===== src/rtl/matrix_fill_pkg.sv =====
// matrix_fill_pkg: shared constants for the matrix_fill frame-buffer writer.
// Register map, control/status bit positions, panel geometry, FSM states and
// the host-port pixel address packing.
package matrix_fill_pkg;

    localparam int unsigned COLS  = 32;
    localparam int unsigned ROWS  = 16;
    localparam int unsigned COL_W = $clog2(COLS);
    localparam int unsigned ROW_W = $clog2(ROWS);

    localparam logic [2:0] REG_P0    = 3'd0;
    localparam logic [2:0] REG_P1    = 3'd1;
    localparam logic [2:0] REG_RG    = 3'd2;
    localparam logic [2:0] REG_B     = 3'd3;
    localparam logic [2:0] REG_CTRL  = 3'd4;
    localparam logic [2:0] REG_DADDR = 3'd5;
    localparam logic [2:0] REG_DDATA = 3'd6;

    localparam int unsigned CTRL_START = 0;
    localparam int unsigned CTRL_CLR   = 1;

    typedef enum logic [1:0] {
        S_IDLE,
        S_LOAD,
        S_WR_LO,
        S_WR_HI
    } state_e;

    // {half_sel, row[2:0], col[4:0], hw}
    function automatic logic [9:0] pix_addr(input logic [COL_W-1:0] x,
                                            input logic [ROW_W-1:0] y,
                                            input logic             hw);
        return {y[3], y[2:0], x, hw};
    endfunction

endpackage


===== src/rtl/matrix_fill_walker.sv =====
// matrix_fill_walker: raster x/y counter over a rectangle. load jumps to the
// origin, step advances along the row and wraps to the next row at x1, last
// flags the final pixel.
module matrix_fill_walker
    import matrix_fill_pkg::*;
(
    input  logic             clk,
    input  logic             rst_n,
    input  logic             load_i,
    input  logic             step_i,
    input  logic [COL_W-1:0] x0_i,
    input  logic [ROW_W-1:0] y0_i,
    input  logic [COL_W-1:0] x1_i,
    input  logic [ROW_W-1:0] y1_i,
    output logic [COL_W-1:0] x_o,
    output logic [ROW_W-1:0] y_o,
    output logic             last_o
);

    logic [COL_W-1:0] x_q, x_d;
    logic [ROW_W-1:0] y_q, y_d;

    // Next position: reload the origin, advance x, or wrap to the next row.
    always_comb begin
        x_d = x_q;
        y_d = y_q;
        if (load_i) begin
            x_d = x0_i;
            y_d = y0_i;
        end else if (step_i) begin
            if (x_q == x1_i) begin
                x_d = x0_i;
                y_d = y_q + ROW_W'(1);
            end else begin
                x_d = x_q + COL_W'(1);
            end
        end
    end

    // Position register.
    always_ff @(posedge clk or negedge rst_n) begin
        if (!rst_n) begin
            x_q <= '0;
            y_q <= '0;
        end else begin
            x_q <= x_d;
            y_q <= y_d;
        end
    end

    assign x_o    = x_q;
    assign y_o    = y_q;
    assign last_o = (x_q == x1_i) && (y_q == y1_i);

endmodule


===== src/rtl/matrix_fill.sv =====
// matrix_fill: CPU register file plus rectangle-fill engine driving the LED
// matrix scanner host port. Each pixel costs two halfword writes.
// Optional macro MATRIX_FILL_IRQ_EN adds the irq output (= irq_pend).
module matrix_fill
    import matrix_fill_pkg::*;
#(
    parameter logic [15:0] DEFAULT_RG = 16'h0000,
    parameter logic [7:0]  DEFAULT_B  = 8'h00
)
(
    input  logic        clk,
    input  logic        rst_n,
    input  logic [2:0]  cpu_addr,
    input  logic [15:0] cpu_data_in,
    input  logic        cpu_write,
    output logic [15:0] cpu_data_out,
    output logic [9:0]  mem_address,
    output logic [15:0] mem_data,
    output logic        mem_write,
    input  logic [15:0] mem_data_in
`ifdef MATRIX_FILL_IRQ_EN
    ,
    output logic        irq
`endif
);

    state_e      state_q, state_d;
    logic [8:0]  p0_q, p0_d, p1_q, p1_d;
    logic [15:0] rg_q, rg_d, fill_rg_q, fill_rg_d;
    logic [7:0]  b_q, b_d, fill_b_q, fill_b_d;
    logic [9:0]  daddr_q, daddr_d;
    logic        err_q, err_d, irq_pend_q, irq_pend_d;

    logic             busy, ctrl_wr, start, empty, done;
    logic             walk_load, walk_step, walk_last;
    logic [COL_W-1:0] walk_x;
    logic [ROW_W-1:0] walk_y;

    assign busy    = (state_q != S_IDLE);
    assign ctrl_wr = cpu_write && (cpu_addr == REG_CTRL);
    assign start   = ctrl_wr && cpu_data_in[CTRL_START] && !busy;
    assign empty   = (p1_q[4:0] < p0_q[4:0]) || (p1_q[8:5] < p0_q[8:5]);

    matrix_fill_walker u_walker (
        .clk    (clk),
        .rst_n  (rst_n),
        .load_i (walk_load),
        .step_i (walk_step),
        .x0_i   (p0_q[4:0]),
        .y0_i   (p0_q[8:5]),
        .x1_i   (p1_q[4:0]),
        .y1_i   (p1_q[8:5]),
        .x_o    (walk_x),
        .y_o    (walk_y),
        .last_o (walk_last)
    );

    // Fill sequencing: load origin, then lo/hi halfword per pixel until last.
    always_comb begin
        state_d   = state_q;
        walk_load = 1'b0;
        walk_step = 1'b0;
        done      = 1'b0;
        case (state_q)
            S_IDLE:  if (start) state_d = S_LOAD;
            S_LOAD: begin
                walk_load = 1'b1;
                if (empty) begin
                    state_d = S_IDLE;
                    done    = 1'b1;
                end else begin
                    state_d = S_WR_LO;
                end
            end
            S_WR_LO: state_d = S_WR_HI;
            S_WR_HI: begin
                if (walk_last) begin
                    state_d = S_IDLE;
                    done    = 1'b1;
                end else begin
                    walk_step = 1'b1;
                    state_d   = S_WR_LO;
                end
            end
            default: state_d = S_IDLE;
        endcase
    end

    // Register file updates; while busy, writes are dropped and flag err.
    // Clear is applied first so a same-cycle error or completion still wins.
    always_comb begin
        p0_d       = p0_q;
        p1_d       = p1_q;
        rg_d       = rg_q;
        b_d        = b_q;
        daddr_d    = daddr_q;
        err_d      = err_q;
        irq_pend_d = irq_pend_q;
        fill_rg_d  = fill_rg_q;
        fill_b_d   = fill_b_q;
        if (state_q == S_LOAD) begin
            fill_rg_d = rg_q;
            fill_b_d  = b_q;
        end
        if (ctrl_wr && cpu_data_in[CTRL_CLR]) begin
            err_d      = 1'b0;
            irq_pend_d = 1'b0;
        end
        if (cpu_write) begin
            if (busy) begin
                case (cpu_addr)
                    REG_P0, REG_P1, REG_RG, REG_B, REG_DADDR, REG_DDATA: err_d = 1'b1;
                    REG_CTRL: if (cpu_data_in[CTRL_START]) err_d = 1'b1;
                    default: ;
                endcase
            end else begin
                case (cpu_addr)
                    REG_P0:    p0_d    = cpu_data_in[8:0];
                    REG_P1:    p1_d    = cpu_data_in[8:0];
                    REG_RG:    rg_d    = cpu_data_in;
                    REG_B:     b_d     = cpu_data_in[7:0];
                    REG_DADDR: daddr_d = cpu_data_in[9:0];
                    REG_DDATA: daddr_d = daddr_q + 10'd1;
                    default: ;
                endcase
            end
        end
        if (done) irq_pend_d = 1'b1;
    end

    // State and register file storage.
    always_ff @(posedge clk or negedge rst_n) begin
        if (!rst_n) begin
            state_q    <= S_IDLE;
            p0_q       <= '0;
            p1_q       <= '0;
            rg_q       <= DEFAULT_RG;
            b_q        <= DEFAULT_B;
            fill_rg_q  <= DEFAULT_RG;
            fill_b_q   <= DEFAULT_B;
            daddr_q    <= '0;
            err_q      <= 1'b0;
            irq_pend_q <= 1'b0;
        end else begin
            state_q    <= state_d;
            p0_q       <= p0_d;
            p1_q       <= p1_d;
            rg_q       <= rg_d;
            b_q        <= b_d;
            fill_rg_q  <= fill_rg_d;
            fill_b_q   <= fill_b_d;
            daddr_q    <= daddr_d;
            err_q      <= err_d;
            irq_pend_q <= irq_pend_d;
        end
    end

    // Host port mux: fill engine owns the port in WR_LO/WR_HI, else direct path.
    always_comb begin
        mem_address = daddr_q;
        mem_data    = cpu_data_in;
        mem_write   = 1'b0;
        case (state_q)
            S_WR_LO: begin
                mem_address = pix_addr(walk_x, walk_y, 1'b0);
                mem_data    = fill_rg_q;
                mem_write   = 1'b1;
            end
            S_WR_HI: begin
                mem_address = pix_addr(walk_x, walk_y, 1'b1);
                mem_data    = {fill_b_q, 8'h00};
                mem_write   = 1'b1;
            end
            default: mem_write = cpu_write && (cpu_addr == REG_DDATA) && !busy;
        endcase
    end

    // Register readback.
    always_comb begin
        cpu_data_out = '0;
        case (cpu_addr)
            REG_P0:    cpu_data_out = {7'b0, p0_q};
            REG_P1:    cpu_data_out = {7'b0, p1_q};
            REG_RG:    cpu_data_out = rg_q;
            REG_B:     cpu_data_out = {8'h00, b_q};
            REG_CTRL:  cpu_data_out = {13'b0, irq_pend_q, err_q, busy};
            REG_DADDR: cpu_data_out = {6'b0, daddr_q};
            REG_DDATA: cpu_data_out = mem_data_in;
            default:   cpu_data_out = '0;
        endcase
    end

`ifdef MATRIX_FILL_IRQ_EN
    assign irq = irq_pend_q;
`endif

endmodule


===== config.mk =====
export PLATFORM = sky130hd
export DESIGN_NAME = matrix_fill
export DESIGN_NICKNAME = d
export VERILOG_FILES = /design/src/rtl/matrix_fill_pkg.sv /design/src/rtl/matrix_fill_walker.sv /design/src/rtl/matrix_fill.sv
export SDC_FILE = /design/constraint.sdc
export NUM_CORES = 1
export LEC_CHECK = 0
export ABC_CLOCK_PERIOD_IN_PS = 4300
export CORE_AREA = 2 2 104 106
export CTS_CLUSTER_SIZE = 14
export DETAILED_ROUTE_END_ITERATION = 10
export DIE_AREA = 0 0 106 108
export PLACE_DENSITY = 0.83
export SLEW_MARGIN = 20
export SYNTH_ARGS = -nofsm -noshare
export SYNTH_HDL_FRONTEND = slang
export SYNTH_SLANG_ARGS = --single-unit

===== constraint.sdc =====
create_clock -name clk -period 4.3 [get_ports clk]
set_input_delay 0.645 -clock clk [delete_from_list [all_inputs] [get_ports clk]]
set_output_delay 0.645 -clock clk [all_outputs]
set_load 0.01 [all_outputs]

### Word-level counts from Yosys, hierarchy flattened

Cells that the tools add are included.

* input bits: 38
* logic and storage cells: 82
* output and inout port bits: 43
* register bits after elaboration: 89

* bitwise operators: 1
* equality and inequality tests: 12
* add/sub/neg operators: 3
* mux-type cells: 28
* reduce and logical (&&, ||, !) cells: 24
* magnitude comparators: 2

Operator list (number)
* one-hot mux 16 bit (7 select lines): 1
* one-hot mux 10 bit (2 select lines): 2
* one-hot mux 16 bit (2 select lines): 1
* two-way mux 5 bit: 3
* AND reduction 3 bit: 5
* two-way mux 1 bit: 12
* two-way mux 4 bit: 3
* adder 10 x 1 -> 10 bit (second input constant): 1
* nonzero test 2 bit: 5
* equality test 3 bit (second input constant): 3
* one-hot mux 2 bit (4 select lines): 1
* logical AND 1 bit: 7
* equality test 3 x 2 -> 1 bit (second input constant): 2
* two-way mux 2 bit: 3
* OR reduction 6 bit: 1
* adder 5 x 1 -> 5 bit (second input constant): 1
* equality test 5 bit: 1
* < comparator 5 bit: 1
* adder 4 x 1 -> 4 bit (second input constant): 1
* equality test 2 bit (second input constant): 2
* equality test 4 bit: 1
* < comparator 4 bit: 1
* one-hot mux 1 bit (2 select lines): 2
* equality test 3 x 1 -> 1 bit (second input constant): 1
* other kinds (9): 9

### Depth between registers and ports, before layout

Gate-level depths: netlist of the first run.

* word-level depth: 8
* depth in mapped cells: 8
* mapped depth without buffers: 7

### Modules after synthesis

Synthesis of the first run repeated with hierarchy kept, for this count alone.

* cell total of the unflattened synthesis: 492
* area total of the unflattened synthesis: 5071.1 um^2

By module, submodules not included
* matrix_fill: sequential area each 2001.9 um^2, area an instance 4430.5 um^2, cells an instance 426, times used 1
* matrix_fill_walker: sequential area each 225.2 um^2, area an instance 640.6 um^2, cells an instance 66, times used 1

### Worst setup path before layout of the first run

Ideal clock, no wire load.

* kind: input -> output
* start: in cpu_addr[0]
* end: out cpu_data_out[6]
* stages: 6
* required time: 3.655 ns
* path buffers: 2
* arrival: 1.716 ns
* path slack: 1.939 ns
* path through: buf_2 -> clkbuf_1 -> mux2i_1 -> nor2_1 -> a31oi_1 -> a21oi_1

* word-level cells in the longest chain between the ends: 2
* elaborated cells on any way between the ends: 8
* those cells by class: eq/ne (6); mux (1); reduce/logical (1)

Ends and longest elaborated chain
* start: declaration: RTL line matrix_fill.sv:13 `input logic [2:0] cpu_addr,`
* equality test 3 bit, or another cell as far along: RTL line matrix_fill.sv:181 `case (cpu_addr)`
* one-hot mux 16 bit (7 select lines) *: RTL line matrix_fill.sv:181
* end: declaration: RTL line matrix_fill.sv:16 `output logic [15:0] cpu_data_out,`

Every way passes the cells marked *; elsewhere a longest branch is shown, timed or not.

### Worst setup path in the final report of the first run

* start: reg state_q[1]
* end: out mem_data[6]

* word-level cells in the longest chain between the ends: 2
* elaborated cells on any way between the ends: 3
* those cells by class: eq/ne (2); mux (1)

Ends and longest elaborated chain
* start: declaration: RTL line matrix_fill.sv:27 `state_e state_q, state_d;`
* start signal: assignment: RTL line matrix_fill.sv:145 `state_q <= state_d;`
* equality test 2 bit: RTL line matrix_fill.sv:163 `case (state_q)`
* one-hot mux 16 bit (2 select lines) *: RTL line matrix_fill.sv:163
* end: declaration: RTL line matrix_fill.sv:18 `output logic [15:0] mem_data,`

Marks and branches as above.

==> results.ini, run 1 <==
[routing]
drcViolationCount = 0
drtIter0Drc = 411
ant_nets = 0
wire_per_inst_um = 19.0
vias = 4608
wl_mm = 14.6
via_per_inst = 5.98
dr.pass1.iters = 7

[grt]
antenna_found_initial = 0
grt_usage_pct = 26.4
grt_max_degree = 90
grt_pass1_vias = 4640
grt_remaining_overflow = 0
grt_pass1_wl_mm = 23.5

[die]
fp.dieArea_um2 = 11400
die_x_um = 106
fp.coreArea_um2 = 10200
rows = 37
initial_utilization_pct = 49.1
die_y_um = 108
ios = 81

[layout]
final_common_cell = nand2_1
drive_gt1_share_pct = 11.0
fillers = 841
seq_area_um2 = 2230
layout.nets = 677
syn_to_final_growth_pct = 22.6
mostFrequentLayoutCells = nand2_1, dfrtp_1, clkdlybuf4s50_1
fin_cells = 770
multi_input_area_um2 = 2570
final_core_util_pct = 60.2
n_antenna_cell = 0

[clocking]
clock_path_buffers = 2
clkLatencyLatePin_ps = 360
post_cts_buffers = 0
path_clk_slew_ps = 90
htreeDepth = 3
cts_tree = built
cts.sinks = 89
holdBufCountCts = 0
cts_resized = 0
cts_buffers = 9
cts_root_buffer = clkbuf_8

[synth]
syn_inst = 563
synthesis.area_um2 = 5020
yosys.area.top_type_share_pct = 44.4
synthArstFlopShare_pct = 100
synth_cell_types = 46
yosysWarningCount = 0
seq_area_frac_synth_pct = 44.4
synth-edff-count = 0
synth-seq-cells = 89
synth_top_area_cell = dfrtp_1
syn_nets = 611
synth_flop_cell = dfrtp_1
synthTopCellsByArea = dfrtp_1, nand2_1, mux2_2
syn_area_per_cell_um2 = 8.92

[setup_path]
worstSetupEndpointType = output pin
crit_fanout = 21
path_depth = 5
timing.rr.start = state_q[1]
slowest_delay_ps = 860
slowest_stage = dfrtp_1
critical_path_required_ps = 3650
crit_type = reg2out
r2r_cells = 5
cp_num_buf_inv = 2
start_kind = flip-flop
r2r_setup_slack_ps = 1600
worst_r2r_endpoint = rg_q[10]
cp_data_arrival_time_ps = 2900
critical-path-top-delay-family = buffers and inverters
crit_chain = inv_2, nor2_1, nand2_1, o21ai_0, clkdlybuf4s50_1

[timing]
whs_ps = 343
finalHoldViolCount = 0
slew_violations = 0
setup_viol = 0
fin_crit_sh_pct = 82.4
rsz0062_at_grt = false
fin_crit_ps = 3540
slew_headroom_pct = 26.3
finalClockSkew_ps = 7.11
fin_setup_tns_ps = 0
timing.fmax_mhz = 282
tightest_slew_ps = 1100
fin_ws_ps = 757

[flow_run]
maxCapViolations = 0

[placed_design]
hpwl_mm = 10.4
gp_congestion = 0.965
io_buffers = 80
preCtsSetupSlack_ps = 852
dpl.cell_count = 754

[status]
status = finished, final reports clean

[hold_path]
hp-class = in2async

[power_and_ir_drop]
power.leakage_uw = 0.00277
powerDensity_nw_per_um2 = 681
vdd_drop_max_v = 0.000346

[final cells by class]
class                      count  area share [%]
clock buffer                  12            2.68
timing repair buffer          89            14.1
tap                          136            2.76
multi-input combinational    420            41.8
sequential                    89            36.2
inverter                      20            1.22
clock inverter                 4            1.20
[layer usage]
metal | track usage (%) | share of wire (%) | vias to the layer above
met4 | 12.7 | 2.5 | 0
met3 | 5.61 | 9.2 | 35
met5 | 0 | 0 | -
li1 | - | - | 2087
met1 | 34.4 | 41 | 2203
met2 | 42.2 | 47 | 283
[sequential cells by signal, summed over array words and instances, names as in the netlist]
signal,flops
irq_pend_q,1
p1_q,9
fill_rg_q,16
fill_b_q,8
u_walker.x_o,5
b_q,8
state_q,2
u_walker.y_o,4
rg_q,16
daddr_q,10
err_q,1
p0_q,9
[Yosys cell counts (all sizes together), types with 2 or more instances]
library cell and n:
nand2 129, clkbuf 20, nand2b 2, o22a 3, nor2b 4, a22oi 4
nand3 7, a311oi 2, dfrtp 89, a21oi 47, nand4 6, o22ai 6
nor2 45, and4 2, a221oi 2, ha 10, buf 14, mux2 30
inv 20, o21a 2, o21ai 53, and3 5, nor4b 2, mux4 6
a31oi 6, xor2 4, xnor2 5, nor3 2, a22o 3, o31ai 3
mux2i 23
[kinds of logic after synthesis]
logic type,Yosys count,share of synthesized area (%)
AOI/OAI and AO/OA,135,15.5
xor gates and xnor gates,9,1.57
adders and majority gates,10,2.49
buffers and inverters,54,4.39
DFF,89,44.4
muxes,59,14.0
and+or+nand+nor,207,17.6
[metrics by stage]
stage	total power (uW)	cell area, um2
after floorplan	2680	5020
after global placement	3400	5910
after detailed placement	3490	5910
after CTS	4180	6150
after global routing	4460	6150
final	4190	6150
[how the worst max path moves through the flow]
stage | start | end | slack [ps]
global placement | cpu_addr[0] | cpu_data_out[0] | 900
global route | state_q[1] | mem_data[0] | 580
finish | state_q[1] | mem_data[6] | 760
floorplan | cpu_addr[0] | cpu_data_out[6] | 1940
detailed placement | cpu_addr[0] | cpu_data_out[2] | 850
CTS | state_q[1] | mem_data[6] | 770
[worst reg2reg max path: stages, from the launching register on]
cell	delay [ps]
dfrtp_1	680
inv_2	360
nand2_1	160
nor3b_2	290
nand2_1	600
mux2_2	520
[power by group]
| group | total, uW | switching, uW | internal, uW |
|---|---|---|---|
| combinational | 1880 | 950 | 930 |
| sequential | 1630 | 436 | 1190 |
| clock | 682 | 306 | 375 |
Power figures use the tool's default switching activity.
==> inputs of run 2 (changes only) <==
ABC_CLOCK_PERIOD_IN_PS = 3200   (was 4300)
CORE_AREA = 2 2 105 107   (was 2 2 104 106)
DIE_AREA = 0 0 107 109   (was 0 0 106 108)
PLACE_DENSITY = 0.84   (was 0.83)
clock period = 3.2 ns   (was 4.3 ns; I/O delays follow)
==> run 2 against run 1 <==
  * Utilization decreased by 1.7 points
  * Via count unchanged
  * Worst hold slack got worse by 200 ps
==> results.ini, run 2 (synthesis results as in run 1) <==
[setup_path]
cp_data_arrival_time_ps = 2450  ; -450 ps
critical-path-top-delay-family = buffers and inverters
critical_path_required_ps = 2720  ; -930 ps
critPathLaunch = cpu_addr[1]
start_kind = input pin
crit_type = in2out
slowest_delay_ps = 580  ; -280 ps
cp_num_buf_inv = 4  ; +2
worstSetupEndpointType = output pin
slowest_stage = clkdlybuf4s50_1
crit_fanout = 10  ; -52%
crit_chain = clkdlybuf4s50_1, buf_4, buf_4, mux4_2, nor2_1, a21oi_1, clkdlybuf4s50_1
timing.rr.start = state_q[0]

[timing]
fin_setup_tns_ps = 0  ; unchanged
finalClockSkew_ps = 7.44  ; +0.327 ps
timing.fmax_mhz = 342
slew_violations = 0  ; unchanged
fin_crit_sh_pct = 91.5
tightest_slew_ps = 827  ; -276 ps
finalHoldViolCount = 0  ; unchanged
slew_headroom_pct = 44.9  ; +19 points
fin_crit_ps = 2930
rsz0062_at_grt = false
setup_viol = 0  ; unchanged

[clocking]
holdBufCountCts = 0  ; unchanged
cts_resized = 0  ; unchanged
path_clk_slew_ps = 90  ; about the same
clkLatencyLatePin_ps = 370  ; about the same
cts.sinks = 89  ; unchanged
clock_path_buffers = 2  ; unchanged
htreeDepth = 3  ; unchanged
cts_root_buffer = clkbuf_8
post_cts_buffers = 0  ; unchanged
cts_tree = built
cts_buffers = 9  ; unchanged

[placed_design]
gp_congestion = 1.02  ; +5.6%
dpl.cell_count = 767  ; +1.7%
io_buffers = 80  ; unchanged
hpwl_mm = 10.4  ; +0.62%

[flow_run]
maxCapViolations = 0  ; unchanged

[power_and_ir_drop]
vdd_drop_max_v = 0.000428  ; +24%
power.leakage_uw = 0.00279  ; +0.67%
powerDensity_nw_per_um2 = 895  ; +31%
power_switching_uw = 2290  ; +36%
power_frac_clock_pct = 14.7  ; -1.6 points
internal_power_uw = 3260  ; +30%
comb_power_share_pct = 46.4  ; +1.5 points
pwr-share-seq_pct = 39.0  ; about the same
swShare_pct = 41.3  ; +0.95 points

[status]
status = finished, final reports clean

[grt]
grt_pass1_wl_mm = 23.0  ; -2.3%
antenna_found_initial = 0  ; unchanged
grt_remaining_overflow = 0  ; unchanged
grt_pass1_vias = 4442  ; -4.3%
grt_max_degree = 90  ; unchanged
grt_usage_pct = 25.8  ; -0.60 points

[layout]
layout.nets = 686  ; +1.3%
drive_gt1_share_pct = 12.1  ; +1.1 points
reg.largest.list = fill_rg_q x16, rg_q x16, daddr_q x10
final_common_cell = nand2_1
fin_cells = 782  ; +1.6%
mostFrequentLayoutCells = nand2_1, dfrtp_1, clkdlybuf4s50_1
n_antenna_cell = 0  ; unchanged
syn_to_final_growth_pct = 23.5

[routing]
drcViolationCount = 0  ; unchanged
via_per_inst = 5.89  ; -1.5%
drtIter0Drc = 283  ; -31%
wire_per_inst_um = 18.5  ; -2.6%
wl_mm = 14.5  ; -1.1%
ant_nets = 0  ; unchanged
vias = 4608  ; unchanged
dr.pass1.iters = 5  ; -2

[die]
fp.coreArea_um2 = 10600  ; +3.6%
die_y_um = 109  ; +0.93%
die_x_um = 107  ; +0.94%
rows = 38  ; +2.7%
fp.dieArea_um2 = 11700  ; +1.9%
ios = 81  ; unchanged
initial_utilization_pct = 47.4  ; -1.7 points

[hold_path]
hp-class = in2async

## run 2: cell count changes in the layout (fill, tap and decap cells not counted), sizes merged
cell      delta
buf          +9
clkbuf       -2
clkinv       -2
clkinvlp     +2
inv          +2
bufinv       -1
## run 2: final timing paths
| path | endpoint | slack (ps) | depth (start not counted) |
|---|---|---|---|
| max | cpu_data_out[0] | 270 | 7 |
| min | rg_q[15] | 150 | 1 |
| max reg2reg | b_q[3] | 990 | 6 |
| min reg2reg | fill_rg_q[15] | 490 | 2 |
| max in group asynchronous | daddr_q[9] | 2460 | 1 |
| min in group clk | fill_rg_q[15] | 490 | 2 |
## run 2: area by class of cell
class / instances / area, um2
sequential: 89 / 2230
multi-input combinational: 420 / 2570
timing repair buffer: 98 / 950
clock inverter: 5 / 62.6
fill: 899 / 4400
tap: 140 / 175
inverter: 20 / 75.1
clock buffer: 10 / 138
## run 2: worst register-to-register path, stage by stage, from the launching register on
cell	delay, ps
dfrtp_1	390
buf_4	190
inv_1	100
nand2_1	120
nor3b_2	310
nor2b_1	570
mux2_2	410
## run 2: through the flow
stage / hold slack, ps / instance area, um2 / worst slack (ps) / utilization, % / power, uW
after floorplan: 184 / 5020 / 1170 / - / 3610
after global placement: 457 / 6000 / 294 / 56.6 / 4590
after detailed placement: 463 / 6000 / 289 / 56.6 / 4720
after CTS: 359 / 6200 / 275 / 58.4 / 5530
after global routing: 217 / 6200 / 177 / 58.5 / 5900
final: 146 / 6200 / 273 / 58.5 / 5550
## run 2: layer usage
| metal | share of wire [%] | wire length (um) | vias to the layer above | GRT usage, % |
|---|---|---|---|---|
| li1 | - | - | 2095 | - |
| met1 | 41 | 5890 | 2210 | 35.4 |
| met2 | 47 | 6780 | 275 | 40.4 |
| met3 | 10 | 1490 | 28 | 5.20 |
| met4 | 2.2 | 320 | 0 | 10.3 |
| met5 | 0 | 0 | - | 0 |
## run 2: power groups by stage
stage                     Clock [uW]  Sequential [uW]  Combinational (uW)
after global placement             0             2130                2460
after detailed placement           0             2160                2550
after global routing             863             2220                2820
after CTS                        813             2140                2580
after floorplan                    0             1930                1680
final                            813             2160                2570
==> inputs of run 3 (changes only) <==
ABC_CLOCK_PERIOD_IN_PS = 3600   (was 3200)
CORE_AREA = 2 2 104 106   (was 2 2 105 107)
DIE_AREA = 0 0 106 108   (was 0 0 107 109)
PLACE_DENSITY = 0.83   (was 0.84)
clock period = 3.6 ns   (was 3.2 ns; I/O delays follow)
==> run 3 against run 2 <==
  * Final cell count decreased by 0.77%
  * Critical endpoint unchanged
  * Combinational power is 12% lower
  * Worst hold slack got worse by 7.3 ps
  * Non-clock buffer count decreased by 3
  * Clock-buffer cell count stayed put
  * Sequential power down 11%
  * Worst setup slack gained 190 ps
  * Clock skew rose by 5.5 ps
  * Design area shrank 0.83%
  * Highest routed layer unchanged
  * Register-to-register slack improved by 190 ps
  * Die area decreased by 1.8%
==> results.ini, run 3 (synthesis results as in run 1) <==
[setup_path]
crit_type = in2out
cp_num_buf_inv = 4  ; unchanged
crit_fanout = 12  ; +2
cpMostUsedCell = clkdlybuf4s50_1
critical_path_required_ps = 3060  ; +340 ps
critical-path-top-delay-family = buffers and inverters
crit_chain = clkdlybuf4s50_1, buf_12, inv_1, mux2i_1, a2bb2oi_1, a21oi_1, clkdlybuf4s50_1
critPathLaunch = cpu_addr[1]
timing.rr.start = state_q[1]
slowest_delay_ps = 710  ; +130 ps
cp_data_arrival_time_ps = 2590  ; +140 ps
worstSetupEndpointType = output pin
start_kind = input pin
slowest_stage = clkdlybuf4s50_1

[clocking]
cts.sinks = 89  ; unchanged
post_cts_buffers = 0  ; unchanged
cts_resized = 0  ; unchanged
cts_root_buffer = clkbuf_8
clkLatencyLatePin_ps = 370  ; about the same
cts_buffers = 9  ; unchanged
htreeDepth = 3  ; unchanged
holdBufCountCts = 0  ; unchanged
path_clk_slew_ps = 100  ; about the same
cts_tree = built
clock_path_buffers = 2  ; unchanged

[timing]
timing.fmax_mhz = 319
tightest_slew_ps = 743  ; -84.0 ps
finalHoldViolCount = 0  ; unchanged
setup_viol = 0  ; unchanged
finalClockSkew_ps = 13.0  ; +5.52 ps
slew_headroom_pct = 50.5  ; +5.6 points
slew_violations = 0  ; unchanged
fin_setup_tns_ps = 0  ; unchanged
fin_crit_ps = 3130
fin_crit_sh_pct = 87.1
rsz0062_at_grt = false

[placed_design]
gp_congestion = 0.987  ; -3.1%
dpl.cell_count = 760  ; -0.91%
hpwl_mm = 10.4  ; -0.62%
io_buffers = 80  ; unchanged
dpl-instance-area_um2 = 5970  ; -0.46%

[power_and_ir_drop]
power.leakage_uw = 0.00277  ; -0.95%
power_switching_uw = 2030  ; -12%
internal_power_uw = 2800  ; -14%
pwr-share-seq_pct = 39.8  ; +0.8 points
power_frac_clock_pct = 13.4  ; -1.3 points
swShare_pct = 41.9  ; +0.61 points
powerDensity_nw_per_um2 = 785  ; -12%
fin_total_pwr_uw = 4830  ; -13%
comb_power_share_pct = 46.8  ; +0.4 points
vdd_drop_max_v = 0.000387  ; -9.7%

[layout]
fillers = 869  ; -3.3%
drive_gt1_share_pct = 11.9  ; -0.27 points
layout.nets = 683  ; -0.44%
final_common_cell = nand2_1
reg.largest.list = fill_rg_q x16, rg_q x16, daddr_q x10
mostFrequentLayoutCells = nand2_1, dfrtp_1, clkdlybuf4s50_1
seq_area_um2 = 2230  ; unchanged
fin_cells = 776  ; -0.77%
n_antenna_cell = 0  ; unchanged
syn_to_final_growth_pct = 22.5
stdcell_area_um2 = 6150  ; -0.83%
multi_input_area_um2 = 2580  ; about the same

[flow_run]
maxCapViolations = 0  ; unchanged

[grt]
grt_usage_pct = 25.3  ; -0.42 points
grt_pass1_wl_mm = 22.5  ; -2.2%
antenna_found_initial = 0  ; unchanged
grt_max_degree = 45  ; -50%
grt_pass1_vias = 4313  ; -2.9%
grt_remaining_overflow = 0  ; unchanged

[routing]
via_per_inst = 5.81  ; -1.3%
vias = 4512  ; -2.1%
wire_per_inst_um = 18.0  ; -2.7%
ant_nets = 0  ; unchanged
drtIter0Drc = 321  ; +13%
dr.pass1.iters = 5  ; unchanged
wl_mm = 14.0  ; -3.5%
drcViolationCount = 0  ; unchanged

[die]
die_x_um = 106  ; -0.93%
initial_utilization_pct = 49.1  ; +1.7 points
ios = 81  ; unchanged
fp.dieArea_um2 = 11400  ; -1.8%
die_y_um = 108  ; -0.92%
rows = 37  ; -2.6%
fp.coreArea_um2 = 10200  ; -3.5%

[status]
status = finished, final reports clean

[hold_path]
hp-class = in2async

## run 3: changes by cell type in the layout (fill, tap and decap cells not counted), sizes merged
cell,delta
clkinv,+2
bufinv,-1
buf,-3
## run 3: layout make-up
class                   count  share of cell area [%]
flip-flops and latches     89                    36.2
repair buffers             95                    15.0
clock buffers              10                    2.08
inverters                  20                    1.22
multi-input cells         420                    41.9
well taps                 136                    2.77
clock inverters             6                   0.814
## run 3: worst register-to-register path: cells and delay by family (launching register included)
family / cells / cell delay [ps]
buffers and inverters: 2 / 450
flip-flops: 1 / 390
multiplexers: 1 / 410
AND/OR/NAND/NOR: 3 / 1060
## run 3: power groups by stage
stage | clock [uW] | combinational, uW | sequential [uW]
after floorplan | 0 | 1490 | 1720
after global placement | 0 | 2160 | 1900
after detailed placement | 0 | 2240 | 1930
after CTS | 650 | 2260 | 1910
after global routing | 691 | 2500 | 1990
final | 647 | 2260 | 1920
## run 3: layer usage
layer  GRT usage (%)  vias up  routed length [um]
li1                -     2095                   -
met1            35.8     2152                5880
met2            39.0      237                6420
met3            5.24       28                1390
met4            9.02        0                 283
met5               0        -                   0
## run 3: metrics by stage
stage / hold slack [ps] / util, % / setup slack, ps
floorplan: 244 / - / 1450
global placement: 457 / 58.3 / 507
detailed placement: 462 / 58.3 / 476
CTS: 162 / 60.1 / 480
global route: 177 / 60.1 / 363
finish: 139 / 60.1 / 466
## run 3: worst paths after layout
path	to	slack, ps	depth (start not counted)
worst max-delay path	cpu_data_out[0]	470	7
worst max register to register	b_q[0]	1180	6
min in group clk	fill_rg_q[10]	480	2
worst min register to register	fill_rg_q[10]	480	2
worst min-delay path	rg_q[14]	140	1
max in group asynchronous	u_walker.x_o[4]	2700	2
